### config.mk
export PLATFORM = sky130hd
export DESIGN_NAME = fetch_unit
export DESIGN_NICKNAME = d
export VERILOG_FILES = /design/src/rtl/mips_fetch_pkg.sv /design/src/rtl/fetch_fifo.sv /design/src/rtl/fetch_unit.sv
export SDC_FILE = /design/constraint.sdc
export NUM_CORES = 1
export LEC_CHECK = 0
export BUFFER_PORTS_ARGS = -buffer_cell sky130_fd_sc_hd__buf_2
export CORE_UTILIZATION = 55
export CTS_CLUSTER_DIAMETER = 80
export DETAILED_ROUTE_END_ITERATION = 10
export GPL_TIMING_DRIVEN = 1
export PLACE_DENSITY = 0.83
export SLEW_MARGIN = 5
export SYNTH_ARGS = -nofsm -noshare
export SYNTH_HDL_FRONTEND = slang
export SYNTH_SLANG_ARGS = --single-unit
### constraint.sdc
create_clock -name clk -period 10.7 [get_ports clk]
set_clock_uncertainty 0.1 [all_clocks]
set_input_delay 2.675 -clock clk [delete_from_list [all_inputs] [get_ports clk]]
set_output_delay 2.675 -clock clk [all_outputs]
set_load 0.03 [all_outputs]
### src/rtl/mips_fetch_pkg.sv
// Shared definitions for the instruction-fetch stage: default widths, reset PC,
// PC increment and the {pc, instr} entry layout handed to decode.
package mips_fetch_pkg;

  localparam int ADDR_W_D = 32;
  localparam int DATA_W_D = 32;
  localparam logic [31:0] RESET_PC_D = 32'h0000_0000;
  localparam int PC_STEP = 4;

  typedef struct packed {
    logic [ADDR_W_D-1:0] pc;
    logic [DATA_W_D-1:0] instr;
  } fetch_entry_t;

endpackage

### src/rtl/fetch_fifo.sv
// Synchronous FIFO with flush and same-cycle push/pop. Pushing into a full FIFO
// is accepted only when a pop happens in the same cycle.
module fetch_fifo #(
  parameter int DEPTH = 2,
  parameter int WIDTH = 32,
  parameter int CNT_W = $clog2(DEPTH + 1)
) (
  input  logic             clk_i,
  input  logic             rst_ni,
  input  logic             flush_i,
  input  logic             push_i,
  input  logic [WIDTH-1:0] data_i,
  input  logic             pop_i,
  output logic [WIDTH-1:0] data_o,
  output logic             full_o,
  output logic             empty_o,
  output logic [CNT_W-1:0] count_o
);

  localparam int PTR_W = (DEPTH > 1) ? $clog2(DEPTH) : 1;

  logic [WIDTH-1:0] mem_q [DEPTH];
  logic [PTR_W-1:0] wr_q, wr_d, rd_q, rd_d;
  logic [CNT_W-1:0] cnt_q, cnt_d;
  logic             do_push, do_pop;

  function automatic logic [PTR_W-1:0] bump(input logic [PTR_W-1:0] p);
    return (p == PTR_W'(DEPTH - 1)) ? '0 : p + PTR_W'(1);
  endfunction

  assign full_o  = (cnt_q == CNT_W'(DEPTH));
  assign empty_o = (cnt_q == '0);
  assign count_o = cnt_q;
  assign data_o  = mem_q[rd_q];
  assign do_pop  = pop_i && !empty_o;
  assign do_push = push_i && (!full_o || do_pop);

  always_comb begin
    wr_d  = wr_q;
    rd_d  = rd_q;
    cnt_d = cnt_q;
    if (flush_i) begin
      wr_d  = '0;
      rd_d  = '0;
      cnt_d = '0;
    end else begin
      if (do_push) wr_d = bump(wr_q);
      if (do_pop)  rd_d = bump(rd_q);
      cnt_d = cnt_q + CNT_W'(do_push) - CNT_W'(do_pop);
    end
  end

  always_ff @(posedge clk_i) begin
    if (!rst_ni) begin
      wr_q  <= '0;
      rd_q  <= '0;
      cnt_q <= '0;
    end else begin
      wr_q  <= wr_d;
      rd_q  <= rd_d;
      cnt_q <= cnt_d;
    end
  end

  // Storage carries no reset; occupancy alone decides what is valid.
  always_ff @(posedge clk_i) begin
    if (do_push && !flush_i) mem_q[wr_q] <= data_i;
  end

endmodule

### src/rtl/fetch_unit.sv
// Instruction fetch: credit-limited requests to imem, epoch-tagged in-order
// responses, and a small buffer presenting {pc, instr} to decode.
module fetch_unit
  import mips_fetch_pkg::*;
#(
  parameter int ADDR_W = ADDR_W_D,
  parameter int DATA_W = DATA_W_D,
  parameter int BUF_DEPTH = 2,
  parameter logic [ADDR_W-1:0] RESET_PC = ADDR_W'(RESET_PC_D)
) (
  input  logic              clk,
  input  logic              rst,
  input  logic [ADDR_W-1:0] current_pc,
  output logic [ADDR_W-1:0] next_pc,
  input  logic              redirect_valid,
  input  logic [ADDR_W-1:0] redirect_pc,
  output logic              imem_req_valid,
  output logic [ADDR_W-1:0] imem_req_addr,
  input  logic              imem_req_ready,
  input  logic              imem_resp_valid,
  input  logic [DATA_W-1:0] imem_resp_data,
  output logic              if_valid,
  output logic [ADDR_W-1:0] if_pc,
  output logic [DATA_W-1:0] if_instr,
  input  logic              if_ready
);

  localparam int CNT_W = $clog2(BUF_DEPTH + 1);
  localparam int TAG_W = ADDR_W + 1;
  localparam int ENT_W = ADDR_W + DATA_W;

  logic             epoch_q, epoch_d;
  logic             tag_full, tag_empty, buf_full, buf_empty;
  logic [CNT_W-1:0] tag_cnt, buf_cnt;
  logic [CNT_W:0]   occupancy;
  logic [TAG_W-1:0] tag_head;
  logic [ENT_W-1:0] buf_head;
  logic             fire, resp_ok, tag_live, buf_push, buf_pop;

  // In-flight plus buffered never exceeds BUF_DEPTH, so every response has a slot.
  assign occupancy      = {1'b0, tag_cnt} + {1'b0, buf_cnt};
  assign imem_req_valid = rst && !redirect_valid && (occupancy < (CNT_W + 1)'(BUF_DEPTH));
  assign imem_req_addr  = current_pc;
  assign fire           = imem_req_valid && imem_req_ready;

  assign resp_ok  = imem_resp_valid && !tag_empty;
  assign tag_live = (tag_head[0] == epoch_q);
  assign buf_pop  = if_valid && if_ready;
  assign buf_push = resp_ok && tag_live && !redirect_valid && (!buf_full || buf_pop);

  assign if_valid           = rst && !buf_empty;
  assign {if_pc, if_instr}  = buf_head;
  assign epoch_d            = epoch_q ^ redirect_valid;

  always_comb begin
    next_pc = current_pc;
    if (!rst)                next_pc = RESET_PC;
    else if (redirect_valid) next_pc = redirect_pc;
    else if (fire)           next_pc = current_pc + ADDR_W'(PC_STEP);
  end

  always_ff @(posedge clk) begin
    if (!rst) epoch_q <= 1'b0;
    else      epoch_q <= epoch_d;
  end

  // Tag queue pops on every accepted response, even in a redirect cycle.
  fetch_fifo #(.DEPTH(BUF_DEPTH), .WIDTH(TAG_W), .CNT_W(CNT_W)) u_tag_q (
    .clk_i   (clk),
    .rst_ni  (rst),
    .flush_i (1'b0),
    .push_i  (fire && !tag_full),
    .data_i  ({current_pc, epoch_q}),
    .pop_i   (resp_ok),
    .data_o  (tag_head),
    .full_o  (tag_full),
    .empty_o (tag_empty),
    .count_o (tag_cnt)
  );

  fetch_fifo #(.DEPTH(BUF_DEPTH), .WIDTH(ENT_W), .CNT_W(CNT_W)) u_ibuf (
    .clk_i   (clk),
    .rst_ni  (rst),
    .flush_i (redirect_valid),
    .push_i  (buf_push),
    .data_i  ({tag_head[TAG_W-1:1], imem_resp_data}),
    .pop_i   (buf_pop),
    .data_o  (buf_head),
    .full_o  (buf_full),
    .empty_o (buf_empty),
    .count_o (buf_cnt)
  );

endmodule

==> results.toml <==
[timing]
hold_viol = 0
tightest_slew_ns = 1.201
finalSetupViolCount = 0
period_share_pct = 75.64
period_minus_slack_ns = 8.093
setup-tns-final_ns = 0
rsz0062_at_grt = "false"
relSlewSlack_pct = 19.46
slew_violations = 0
max_clock_freq_mhz = 123.6

[finish]
antenna_cells = 0
area_delta_synth_final_pct = 18.95
utilization_pct = 67.45
final_cells = 1038
drive_gt1_share_pct = 44.53
nets = 919

[logic_synthesis]
synth_edf_count = 194
ys_seq_area_share_pct = 66.87
synth_nets = 725
syn_area_um2 = 9041
synth_area_per_cell_um2 = 14.63
synth_top_area_cell = "edfxtp_1"
synth_top_area_share_pct = 64.43
synthFlopType = "edfxtp_1"
yosysWarningCount = 0
async_reset_ff_share_pct = 0
yosysMostFrequentCell = "edfxtp_1"
syn_inst = 618
ys_ff_latch = 205
synth_common_cells = "194 x edfxtp_1, 96 x mux2_2, 33 x buf_4"
ys_top_cells_by_area = "edfxtp_1 64%, mux2_2 12%, buf_4 2.7%"
ys_types = 48

[pwr]
pwr_density_cell_nw_per_um2 = 171.6
peakVddDrop_uv = 135.7
finalPower_mw = 1.845
leakage_nw = 3.931

[flow_run]
drv_cap = 0

[drt]
wl_per_cell_um = 19.39
wl_um = 20120
route.met2.wl_um = 9961
vias_per_cell = 5.788
drt_iter0_markers = 324
dr.pass1.iters = 5
dr_wl_met3_um = 1409
via_count = 6008
m1WireLength_um = 8228
ant_nets = 0
highest_layer = "met4"
drc = 0

[die]
fp.dieW_um = 130.2
initial_utilization_pct = 56.71
die_h_um = 130.2
die-area_um2 = 16950
core_um2 = 15940
pin_count = 232
rows = 46

[clocking]
post_cts_buffers = 0
cts-buffers-inserted = 21
clkTransAtPathRegs_ns = 0.06
clock_path_buffers = 3
htree_levels = 1
cts-root-buf = "clkbuf_16"
ctsResizeCount = 0
cts.sinks = 205
cts_hold_buffers = 0
worstSkewPairLatency_ns = 0.49
cts_tree = "yes"

[grt]
grt_usage_pct = 23.06
grt_overflow = 0
grt_max_degree = 65
antenna_found_initial = 0
grt_pass1_wl_um = 29630
grt_pass1_vias = 5742

[worst_setup_path]
cp_data_arrival_time_ns = 5.32
cp_max_fo = 31
crit_type = "primary input to output port"
required_ns = 7.93
end_kind = "output port"
worst-r2r-cell-count = 7
r2r_end = "u_tag_q.mem_q[0][26]$_DFFE_PP_"
r2r_setup_slack_ns = 7.12
crit_start = "redirect_valid"
crit_path_start_kind = "primary input"
endpoint = "next_pc[14]"
timing.rr.start = "u_ibuf.count_o[0]$_SDFF_PP0_"

[placement]
port_buffers = 231
place_hpwl_um = 13580
globalplace.congestion = 0.9658
place_inst = 1005

[status]
status = "completed"

[worst_hold_path]
hold_class = "register to register"
min-delay-start = "u_tag_q.rd_q$_SDFFE_PN0N_"
==> layer usage <==
| layer | vias up | global-route usage (%) |
|---|---|---|
| li1 | 2742 | - |
| met5 | - | 0 |
| met2 | 304 | 39.24 |
| met4 | 0 | 9.918 |
| met3 | 42 | 4.018 |
| met1 | 2920 | 29.11 |
==> worst min-delay path by stage <==
stage                                      to  slack [ns]  cells past startpoint
floorplan                            register        0.37                      2
global placement                     register        0.39                      2
finish              u_tag_q.rd_q$_SDFFE_PN0N_        0.41                      2
detailed placement  u_tag_q.rd_q$_SDFFE_PN0N_        0.40                      2
global route                         register        0.43                      2
CTS                 u_tag_q.rd_q$_SDFFE_PN0N_        0.42                      2
==> flip-flops by register name, indices dropped and copies added (netlist names), named ones only <==
name             flops
epoch_q              1
u_ibuf.count_o       2
u_ibuf.mem_q       128
u_ibuf.rd_q          1
u_ibuf.wr_q          1
u_tag_q.count_o      2
u_tag_q.mem_q       66
u_tag_q.rd_q         1
u_tag_q.wr_q         1
==> power breakdown <==
part	total (mW)	leakage, nW	internal [mW]	switching [mW]
clock network	0.653	0.298	0.381	0.272
registers	0.946	1.84	0.923	0.0229
logic	0.247	1.79	0.0898	0.157
==> stage by stage <==
stage	hold WS [ns]	setup slack [ns]	cell area [um^2]
floorplan	0.3725	2.821	9041
global placement	0.3875	2.693	10140
detailed placement	0.3993	2.649	10140
CTS	0.4161	2.646	10750
global route	0.4266	2.369	10750
finish	0.4110	2.607	10750
==> worst max-delay path, stage by stage <==
cell	delay [ns]
buf_2	0.29
or4b_1	0.75
clkinv_1	0.21
nand4_1	0.45
or3_1	0.48
a31oi_1	0.19
buf_2	0.25
==> kinds of logic after synthesis <==
family          count (synthesis)  share of synthesized area, %
compound gates                 71                         5.439
xor+xnor                       17                         1.647
fa+ha+maj                       5                        0.7750
buf+inv                        80                         4.788
flops                         205                         66.87
mux                            99                         12.29
simple gates                  141                         8.193
==> layout make-up <==
cell class,instances,area [um^2]
Multi-Input combinational cell,333,2585
Fill cell,1145,5189
Timing Repair Buffer,233,1171
Clock inverter,9,72.57
Tap cell,216,270.3
Sequential cell,205,6051
Inverter,18,67.56
Clock buffer,24,536.8
==> layout by cell type (no fill, tap or decap), drive strengths merged, types with 5 or more instances in the layout <==
| cell | Yosys | routed |
|---|---|---|
| buf | 36 | 233 |
| edfxtp | 194 | 194 |
| mux2 | 96 | 96 |
| nor2 | 32 | 32 |
| o21ai | 24 | 24 |
| clkbuf | 26 | 24 |
| nand2 | 20 | 20 |
| nand3 | 18 | 18 |
| nor4 | 16 | 16 |
| inv | 16 | 16 |
| nand4 | 12 | 12 |
| dfxtp | 11 | 11 |
| xor2 | 9 | 9 |
| or3 | 9 | 9 |
| clkinv | 2 | 9 |
| a311oi | 8 | 8 |
| a211oi | 8 | 8 |
| a31oi | 8 | 8 |
| nor3 | 8 | 8 |
| xnor2 | 8 | 8 |
| or4 | 7 | 7 |
| and3 | 5 | 5 |
Note: power is estimated with default switching activity, not from simulation.
